File: config.mk
export PLATFORM = sky130hd
export DESIGN_NAME = parking_meter_ctrl
export DESIGN_NICKNAME = d
export VERILOG_FILES = /design/src/rtl/parking_meter_ctrl.sv
export SDC_FILE = /design/constraint.sdc
export NUM_CORES = 1
export LEC_CHECK = 0
export BUFFER_PORTS_ARGS = -buffer_cell sky130_fd_sc_hd__buf_4
export CAP_MARGIN = 10
export CORE_UTILIZATION = 38
export DETAILED_ROUTE_END_ITERATION = 6
export GPL_ROUTABILITY_DRIVEN = 0
export HOLD_SLACK_MARGIN = 0.06
export PLACE_DENSITY_LB_ADDON = 0.15
export RECOVER_POWER = 100
export SETUP_SLACK_MARGIN = 0.1
export SYNTH_ARGS = -nofsm -noshare
export SYNTH_HDL_FRONTEND = slang
export SYNTH_SLANG_ARGS = --single-unit
File: constraint.sdc
create_clock -name clk -period 7.06 [get_ports clk]
set_input_delay 0.706 -clock clk [delete_from_list [all_inputs] [get_ports clk]]
set_output_delay 0.706 -clock clk [all_outputs]
set_load 0.02 [all_outputs]
File: src/rtl/parking_meter_ctrl.sv
// Parking meter controller: remaining-seconds counter with add/set pulses,
// 1 Hz countdown from a 2 Hz strobe, and EXPIRED/LOW/HIGH display behaviour.
module parking_meter_ctrl #(
  parameter int MAX_SEC = 3599,
  parameter int LOW_SEC = 180
) (
  input  logic        clk,
  input  logic        rst_n,
  input  logic        tick_2hz,
  input  logic        add60,
  input  logic        add120,
  input  logic        add180,
  input  logic        add300,
  input  logic        set15,
  input  logic        set150,
  output logic [11:0] sec_count,
  output logic        display_on,
  output logic        expired,
  output logic [1:0]  state
);

  typedef enum logic [1:0] {
    ST_EXPIRED = 2'b00,
    ST_LOW     = 2'b01,
    ST_HIGH    = 2'b10
  } state_t;

  localparam logic [12:0] MAX13 = 13'(MAX_SEC);
  localparam logic [11:0] LOW12 = 12'(LOW_SEC);

  state_t      state_q;
  state_t      state_d;
  logic        half_ph;
  logic        half_d;
  logic        sec_tick;
  logic [12:0] add_sum;
  logic [12:0] sum;
  logic [12:0] tmp;
  logic [11:0] sec_d;
  logic        disp_d;

  assign state = state_q;

  always_comb begin
    add_sum  = 13'd0;
    sum      = 13'd0;
    tmp      = 13'd0;
    sec_d    = sec_count;
    half_d   = half_ph;
    state_d  = state_q;
    disp_d   = display_on;
    sec_tick = tick_2hz & half_ph;

    add_sum = (add60  ? 13'd60  : 13'd0) + (add120 ? 13'd120 : 13'd0)
            + (add180 ? 13'd180 : 13'd0) + (add300 ? 13'd300 : 13'd0);
    sum = {1'b0, sec_count} + add_sum;
    tmp = (sum > MAX13) ? MAX13 : sum;

    // A set restarts the half-second phase so the next full second is two ticks away.
    if (set15 || set150) begin
      sec_d  = set150 ? 12'd150 : 12'd15;
      half_d = 1'b0;
    end else begin
      half_d = half_ph ^ tick_2hz;
      if (sec_tick && tmp != 13'd0) sec_d = 12'(tmp - 13'd1);
      else                          sec_d = tmp[11:0];
    end

    if (sec_d == 12'd0)     state_d = ST_EXPIRED;
    else if (sec_d < LOW12) state_d = ST_LOW;
    else                    state_d = ST_HIGH;

    case (state_d)
      ST_HIGH: disp_d = 1'b1;
      ST_LOW:  disp_d = ~sec_d[0];
      default: begin
        if (state_q != ST_EXPIRED) disp_d = 1'b0;
        else if (tick_2hz)         disp_d = ~display_on;
        else                       disp_d = display_on;
      end
    endcase
  end

  always_ff @(posedge clk) begin
    if (!rst_n) begin
      sec_count  <= 12'd0;
      state_q    <= ST_EXPIRED;
      expired    <= 1'b1;
      display_on <= 1'b1;
      half_ph    <= 1'b0;
    end else begin
      sec_count  <= sec_d;
      state_q    <= state_d;
      expired    <= (sec_d == 12'd0);
      display_on <= disp_d;
      half_ph    <= half_d;
    end
  end

endmodule

# After elaboration in Yosys (flattened, before gate mapping)
# Index checks and enable logic that the tools add are counted.
[word_totals]
ff_bits = 17
latchBits = 0
mem_bits_rw = 0
romBits = 0
input_bits = 9
output_inout_bits = 16
word_cells = 39
memories = 0
[classes]
addsub = 5
multipliers = 0
n_div = 0
n_lt_le_gt_ge = 2
n_eq_ne = 2
shifts = 0
muxes = 13
n_bitwise = 5
n_reduce_logical = 7
[op_table]
columns = ["cell", "count"]
rows = [
  ["two-way mux 12 bit", 2],
  ["two-way mux 8 bit", 2],
  ["adder 12 x 10 -> 13 bit", 1],
  ["greater-than comparator 13 x 12 -> 1 bit, second input constant", 1],
  ["two-way mux 13 bit", 1],
  ["nonzero test 13 bit", 1],
  ["logical NOT 12 bit", 1],
  ["< comparator 12 x 8 -> 1 bit, second input constant", 1],
  ["subtractor 12 x 1 -> 12 bit, second input constant", 1],
  ["adder 9 x 9 -> 10 bit", 1],
  ["adder 8 x 8 -> 9 bit", 1],
  ["two-way mux 9 bit", 1],
  ["adder 6 x 7 -> 8 bit", 1],
  ["two-way mux 7 bit", 1],
  ["two-way mux 6 bit", 1],
  ["two-way mux 2 bit", 2],
  ["nonzero test 4 bit", 1],
  ["inverter 1 bit", 3],
  ["equality test 2 x 1 -> 1 bit, second input constant", 1],
  ["equality test 2 bit, second input constant", 1],
  ["two-way mux 1 bit", 2],
  ["case mux 1 bit (2 select lines)", 1],
  ["nonzero test 2 bit", 1],
  ["OR reduction 2 bit", 1],
  ["other kinds (4)", 4],
]

# Depth between registers and ports, before layout
# Gate-level depths: netlist of the first run.
[logic_depth]
word_depth = 16
ltp_mapped = 25
depth_no_buf = 25

# Least setup slack after synthesis of the first run
# OpenSTA, ideal clock, no wires.
[synth_path]
path_kind = "in2reg"
startpoint = "in add60"
endpoint = "reg state_q[1] (netlist: state[1])"
setup_time_ns = 0.124
t_arrival_ns = 5.716
slack_ns = 1.220
path_stages = 22
cell_sequence = "inv_1 fa_1 inv_1 fa_1 fa_1 inv_1 fa_1 nor2b_1 nand2_1 a21oi_4 a2111o_2 o21ai_2 nor2_1 ha_1 nor3b_1 nand4_2 o21a_1 nor2b_1 or2_0 a211o_1 o31ai_4 a21oi_1"
[synth_between]
elab_chain_len = 14
[synth_rtl]
columns = ["item", "line_no", "text"]
rows = [
  ["from (decl)", "10", "input logic add60,"],
  ["two-way mux 6 bit (*)", "54", "add_sum = (add60 ? 13'd60 : 13'd0) + (add120 ? 13'd120 : 13'd0)"],
  ["adder 6 x 7 -> 8 bit (*)", "54", ""],
  ["adder 8 x 8 -> 9 bit (*)", "55", "+ (add180 ? 13'd180 : 13'd0) + (add300 ? 13'd300 : 13'd0);"],
  ["adder 9 x 9 -> 10 bit (*)", "55", ""],
  ["adder 12 x 10 -> 13 bit (*)", "56", "sum = {1'b0, sec_count} + add_sum;"],
  ["greater-than comparator 13 x 12 -> 1 bit", "57", "tmp = (sum > MAX13) ? MAX13 : sum;"],
  ["two-way mux 13 bit (*)", "57", ""],
  ["parallel branches: the longest is 2 deep, another holds subtractor 12 x 1 -> 12 bit", "--", ""],
  ["two-way mux 12 bit (*)", "65", "if (sec_tick && tmp != 13'd0) sec_d = 12'(tmp - 13'd1);"],
  ["two-way mux 12 bit (*)", "60", "if (set15 || set150) begin"],
  ["< comparator 12 x 8 -> 1 bit", "70", "else if (sec_d < LOW12) state_d = ST_LOW;"],
  ["two-way mux 2 bit", "70", ""],
  ["two-way mux 2 bit (*)", "69", "if (sec_d == 12'd0) state_d = ST_EXPIRED;"],
  ["to (signal assigned)", "93", "state_q <= state_d;"],
  ["to (decl)", "31", "state_t state_q;"],
]
# Every way passes the cells marked *.
# A chain may end at the register's enable or synchronous reset.

# Final worst setup path of the first run
[layout_path]
startpoint = "in add60"
endpoint = "reg state_q[0] (netlist: state[0])"
# Same word-level chain as after synthesis.

==> impl_metrics.json, run 1 <==
{
  "outcome": "finished clean",
  "finClkSkew_ns": 0.005382,
  "synth_top_cell_by_area": "dfxtp_1",
  "cts_buffers": 3,
  "synth-async-reset-ratio_pct": 0,
  "firstDrtPassIters": 4,
  "coreArea_sq_um": 4755,
  "fin_hold_ws_ns": 0.5650,
  "antenna_found_initial": 0,
  "ys_types": 61,
  "instances_no_fill": 303,
  "synth_commonest_cells": "ha_1 (25), dfxtp_1 (17), inv_1 (17), a21oi_1 (15), nor2_1 (15)",
  "finalSetupViolCount": 0,
  "nFillCells": 536,
  "p_leak_uw": 0.0008695,
  "diodes": 0,
  "setup.worst_path.start_class": "primary input",
  "synth_seq_area_share_pct": 18.01,
  "ys_warn_count": 0,
  "die_h_microns": 72.51,
  "holdCritPathClass": "register to register",
  "drc_errors": 0,
  "drt_iter0_drc": 94,
  "syn_avg_cell_area_sq_um": 8.870,
  "ys_ff_latch": 17,
  "areaGrowthSynthToFinish_pct": 10.73,
  "cts_setup_buffers": 0,
  "synth_top_area_share_pct": 18.01,
  "grt_pass1_wl_microns": 7576,
  "via_count": 1682,
  "die_w_microns": 72.51,
  "gr-usage-all-layers_pct": 18.69,
  "hpwl_microns": 3652,
  "postRouteAntennaNets": 0,
  "worst-path-max-fanout": 8,
  "synth-edff-count": 0,
  "maxCapViolations": 0,
  "placed_cell_area_sq_um": 2121,
  "multi_input_area_sq_um": 1439,
  "crit_type": "primary input to register",
  "dp.cells": 299,
  "cts_buffer_depth": 2,
  "synth_area_leaders": "dfxtp_1 (18%), ha_1 (17%), fa_1 (8.5%)",
  "rsz0062_at_grt": "false",
  "hold_buffers": 0,
  "fin_tns_setup_ns": 0,
  "clkSinkCount": 17,
  "fin_nets": 279,
  "cts_tree": "yes",
  "insertion_delay_ns": 0.26,
  "grt_pass1_vias": 1609,
  "start_util_pct": 39.74,
  "grt_max_degree": 12,
  "ctsResizeCount": 0,
  "fin_crit_ns": 6.330,
  "drive_gt1_share_pct": 11.44,
  "timing.slew.headroom_pct": 58.33,
  "seq_area_sq_um": 340.3,
  "ios": 25,
  "die_area_sq_um": 5258,
  "irDropWorstVdd_mv": 0.1362,
  "cts_root_buf": "clkbuf_8",
  "min_period_over_period_pct": 89.66,
  "fmax_mhz": 158.0,
  "synth_cells": 213,
  "worstPathRequired_ns": 7.21,
  "yosysMostFrequentCell": "ha_1",
  "p_per_area_nw_per_um2": 272.5,
  "wl_per_cell_microns": 14.50,
  "finalInstanceArea_sq_um": 2092,
  "synthesis.area_sq_um": 1889,
  "arrival_ns": 6.48,
  "end_kind": "register",
  "cts_max_level": 1,
  "tightest_slew_ns": 0.6203,
  "port_buffers": 24,
  "hold_viol": 0,
  "post_drt_via_cell_ratio": 5.551,
  "grt_overflow": 0,
  "finalWirelength_microns": 4393,
  "maxSlewViolCount": 0,
  "syn-num-nets": 255,
  "num_rows": 25,
  "synth_flop_cell": "dfxtp_1",
  "clkTransAtPathRegs_ns": 0.06
}
==> cell usage in the layout (no fill, tap or decap), drive strengths merged, types with 3 or more instances in the layout <==
cell type and instances:
dfxtp 17, ha 25, nor2b 6, fa 8, xor2 4, xnor2 7
a21oi 17, nor3 4, buf 7, and3 3, o21a 3, clkbuf 21
o211ai 9, nand3 4, a21o 3, a211oi 5, inv 18, nand2 11
a21boi 3, o21ai 9, nor2 15
==> metal layers <==
| layer | vias up | part of all wire (%) | global-route usage (%) |
|---|---|---|---|
| li1 | 835 | - | - |
| met3 | 7 | 3.2 | 3.056 |
| met5 | - | 0 | 0 |
| met4 | 0 | 1.6 | 6.536 |
| met1 | 805 | 47 | 24.32 |
| met2 | 35 | 49 | 31.26 |
==> registers in the layout (all words and copies together), names as in the netlist <==
signal,cells
state,2
display_on,1
half_ph,1
sec_count,12
expired,1
==> final timing paths <==
path	depth (start not counted)	slack (ns)	start	to
max	23	0.73	add60	state[0]
min	2	0.56	state[0]	display_on
max reg2reg	19	1.70	sec_count[4]	state[0]
min reg2reg	2	0.56	state[0]	display_on
==> worst max-delay path: stages <==
cell	delay, ns
buf_4	0.09
inv_1	0.07
fa_1	0.55
inv_1	0.07
fa_1	0.47
fa_1	0.54
inv_1	0.06
fa_1	0.58
nor2b_1	0.24
nand2_1	0.19
a21oi_4	0.23
a2111o_2	0.23
o21ai_2	0.10
nor2_1	0.15
ha_1	0.21
nor3b_1	0.32
nand4_1	0.35
o211ai_1	0.42
xor2_1	0.22
nand3_1	0.09
a211o_1	0.30
o31ai_4	0.21
nor2_1	0.06
==> layout make-up <==
cell class,instances,share of cell area (%)
well taps,67,4.007
inverters,18,3.230
clock buffers,4,2.153
multi-input cells,173,68.78
repair buffers,24,5.562
flip-flops and latches,17,16.27
==> cells by family (layout without fill, tap and decap cells) <==
kind of cell	Yosys count	in the layout	share of synthesized area [%]
buf+inv	23	46	5.298
flops	17	17	18.01
simple gates	59	59	17.22
fa+ha+maj	33	33	25.03
mux	2	2	1.126
compound gates	68	68	27.82
xor+xnor	11	11	5.497
==> through the flow <==
step	power (uW)	setup slack [ns]	utilization, %
floorplan	415.1	1.220	-
global placement	508.9	0.4287	44.61
detailed placement	506.2	0.5190	44.61
CTS	586.8	0.7708	45.55
global route	626.1	0.2070	44.00
finish	570.1	0.7300	44.00
==> power breakdown <==
group	internal (uW)	switching (uW)
clock	40.2	34.6
combinational	144	238
sequential	107	6.38
Note: power is estimated with default switching activity, not from simulation.
==> run 2, diff against run 1 <==
--- a/config.mk
+++ b/config.mk
@@ -7,11 +7,12 @@
 export LEC_CHECK = 0
 export BUFFER_PORTS_ARGS = -buffer_cell sky130_fd_sc_hd__buf_4
 export CAP_MARGIN = 10
+export CORE_MARGIN = 10
 export CORE_UTILIZATION = 38
 export DETAILED_ROUTE_END_ITERATION = 6
 export GPL_ROUTABILITY_DRIVEN = 0
 export HOLD_SLACK_MARGIN = 0.06
-export PLACE_DENSITY_LB_ADDON = 0.15
+export PLACE_DENSITY = 0.64
 export RECOVER_POWER = 100
 export SETUP_SLACK_MARGIN = 0.1
 export SYNTH_ARGS = -nofsm -noshare
==> run 2 against run 1 <==
Worst hold slack worse by 0.011 ns. Utilization shrank 0.29 points. Via count down 1.5%. Total power shrank 1.3%. Critical path depth unchanged. Design area is the same. Global-route usage down 7.7 points. First-iteration DRC count down 41%. Non-clock buffer count unchanged. Critical path type unchanged.
==> impl_metrics.json, run 2 (synthesis gave the netlist of run 1 again) <==
{
  "outcome": "finished clean",
  "p_per_area_nw_per_um2": 268.9,
  "p_int_uw": 290.0,
  "firstDrtPassIters": 4,
  "num_rows": 25,
  "wl_per_cell_microns": 14.92,
  "seq_area_sq_um": 340.3,
  "largest_reg_flops": 12,
  "switching_share_pct": 48.45,
  "drt_iter0_drc": 55,
  "hold_depth": 2,
  "r2r_end": "state[1]",
  "die_area_sq_um": 8192,
  "fmax_mhz": 158.0,
  "irDropWorstVdd_mv": 0.1478,
  "rrSetupSlack_ns": 1.76,
  "cts_root_buf": "clkbuf_8",
  "postRouteAntennaNets": 0,
  "cts_buffers": 3,
  "setup.worst_path.start_class": "primary input",
  "most-common-layout-cells": "ha_1 (25), clkbuf_1 (18), inv_1 (17), dfxtp_1 (17)",
  "p_leak_uw": 0.0008648,
  "rsz0062_at_grt": "false",
  "via_count": 1656,
  "regMostFlops": "sec_count",
  "cts_max_level": 1,
  "cts_buffer_depth": 2,
  "die_h_microns": 90.51,
  "finalPower_uw": 562.6,
  "insertion_delay_ns": 0.26,
  "hold_path.startpoint": "state[0]",
  "grt_util_met2_pct": 18.09,
  "fin_crit_ns": 6.329,
  "grt_overflow": 0,
  "use_met3_pct": 3.076,
  "worst-path-max-fanout": 8,
  "finalInstanceArea_sq_um": 2092,
  "finalWirelength_microns": 4521,
  "ios": 25,
  "min_period_over_period_pct": 89.65,
  "diodes": 0,
  "port_buffers": 24,
  "seqPwrFrac_pct": 20.2,
  "fin_tns_setup_ns": 0,
  "ctsResizeCount": 0,
  "p_comb_share_pct": 66.0,
  "finClkSkew_ns": 0.008837,
  "maxCapViolations": 0,
  "timing.slew.headroom_pct": 61.66,
  "hpwl_microns": 3803,
  "timing.rr.start": "sec_count[4]",
  "tightest_slew_ns": 0.5707,
  "grt.busiest_layer": "met2",
  "holdCritPathClass": "register to register",
  "grt_max_degree": 12,
  "grt_pass1_wl_microns": 7783,
  "p_sw_uw": 272.6,
  "gr-usage-all-layers_pct": 11.04,
  "start_util_pct": 39.48,
  "hold_end": "display_on",
  "clkTransAtPathRegs_ns": 0.08,
  "maxSlewViolCount": 0,
  "hold_buffers": 0,
  "coreArea_sq_um": 4786,
  "finalSetupViolCount": 0,
  "cts_setup_buffers": 0,
  "hold_viol": 0,
  "utilization_pct": 43.71,
  "end_kind": "register",
  "clockPowerShare_pct": 13.8,
  "grt_pass1_vias": 1644,
  "drc_errors": 0,
  "multi_input_area_sq_um": 1439,
  "placed_cell_area_sq_um": 2121,
  "fin_nets": 279,
  "nFillCells": 522,
  "clkSinkCount": 17,
  "ff2ff_path_depth": 19,
  "cts_tree": "yes",
  "antenna_found_initial": 0,
  "use_met1_pct": 13.94,
  "final_common_cell": "ha_1",
  "worstPathRequired_ns": 7.21,
  "arrival_ns": 6.48,
  "post_drt_via_cell_ratio": 5.465,
  "drive_gt1_share_pct": 11.44,
  "die_w_microns": 90.51,
  "crit_type": "primary input to register",
  "areaGrowthSynthToFinish_pct": 10.73
}
## run 2: stage by stage
stage	worst slack, ns	cells	hold WS [ns]
finish	0.7308	303	0.5537
CTS	0.8356	303	0.5625
global placement	0.6868	299	0.5537
global route	0.2390	303	0.5936
detailed placement	0.5913	299	0.5459
floorplan	1.220	213	0.5471
## run 2: how the worst max path moves through the flow
stage,from,endpoint,slack (ns),depth (start not counted)
2_1_floorplan,add60,state[1],1.22,22
3_3_place_gp,add60,state[0],0.69,23
3_5_place_dp,add60,state[1],0.59,23
4_1_cts,add60,state[1],0.84,23
5_1_grt,add60,state[1],0.24,23
6_report,add60,state[1],0.73,23
## run 2: area by class of cell
type | count | share of cell area (%)
multi-input combinational | 173 | 68.78
sequential | 17 | 16.27
timing repair buffer | 24 | 5.383
tap | 67 | 4.007
inverter | 18 | 3.230
clock buffer | 3 | 1.974
clock inverter | 1 | 0.3589
## run 2: worst max-delay path, stage by stage
cell and delay [ns]:
clkbuf_1 0.13, inv_1 0.11, fa_1 0.53, inv_1 0.07, fa_1 0.48, fa_1 0.55
inv_1 0.07, fa_1 0.57, nor2b_1 0.22, nand2_1 0.17, a21oi_4 0.23, a2111o_2 0.23
o21ai_2 0.10, nor2_1 0.15, ha_1 0.20, nor3b_1 0.26, nand4_1 0.32, o211ai_1 0.45
xor2_1 0.22, nand3_1 0.09, a211o_1 0.31, o31ai_4 0.23, a21oi_1 0.07
## run 2: per-layer routing
metal  vias to the layer above  share of wire, %  wire (microns)
li1                        839                 -               -
met2                        39                45            2052
met5                         -                 0               0
met4                         0               1.3              59
met1                       771                49            2212
met3                         7               4.3             196
## run 2: power groups by stage
stage	sequential (uW)	combinational (uW)	clock (uW)
2_1_floorplan	129	286	0
3_3_place_gp	117	379	0
3_5_place_dp	116	379	0
4_1_cts	114	385	81.5
5_1_grt	115	422	83.9
6_report	113	372	77.7
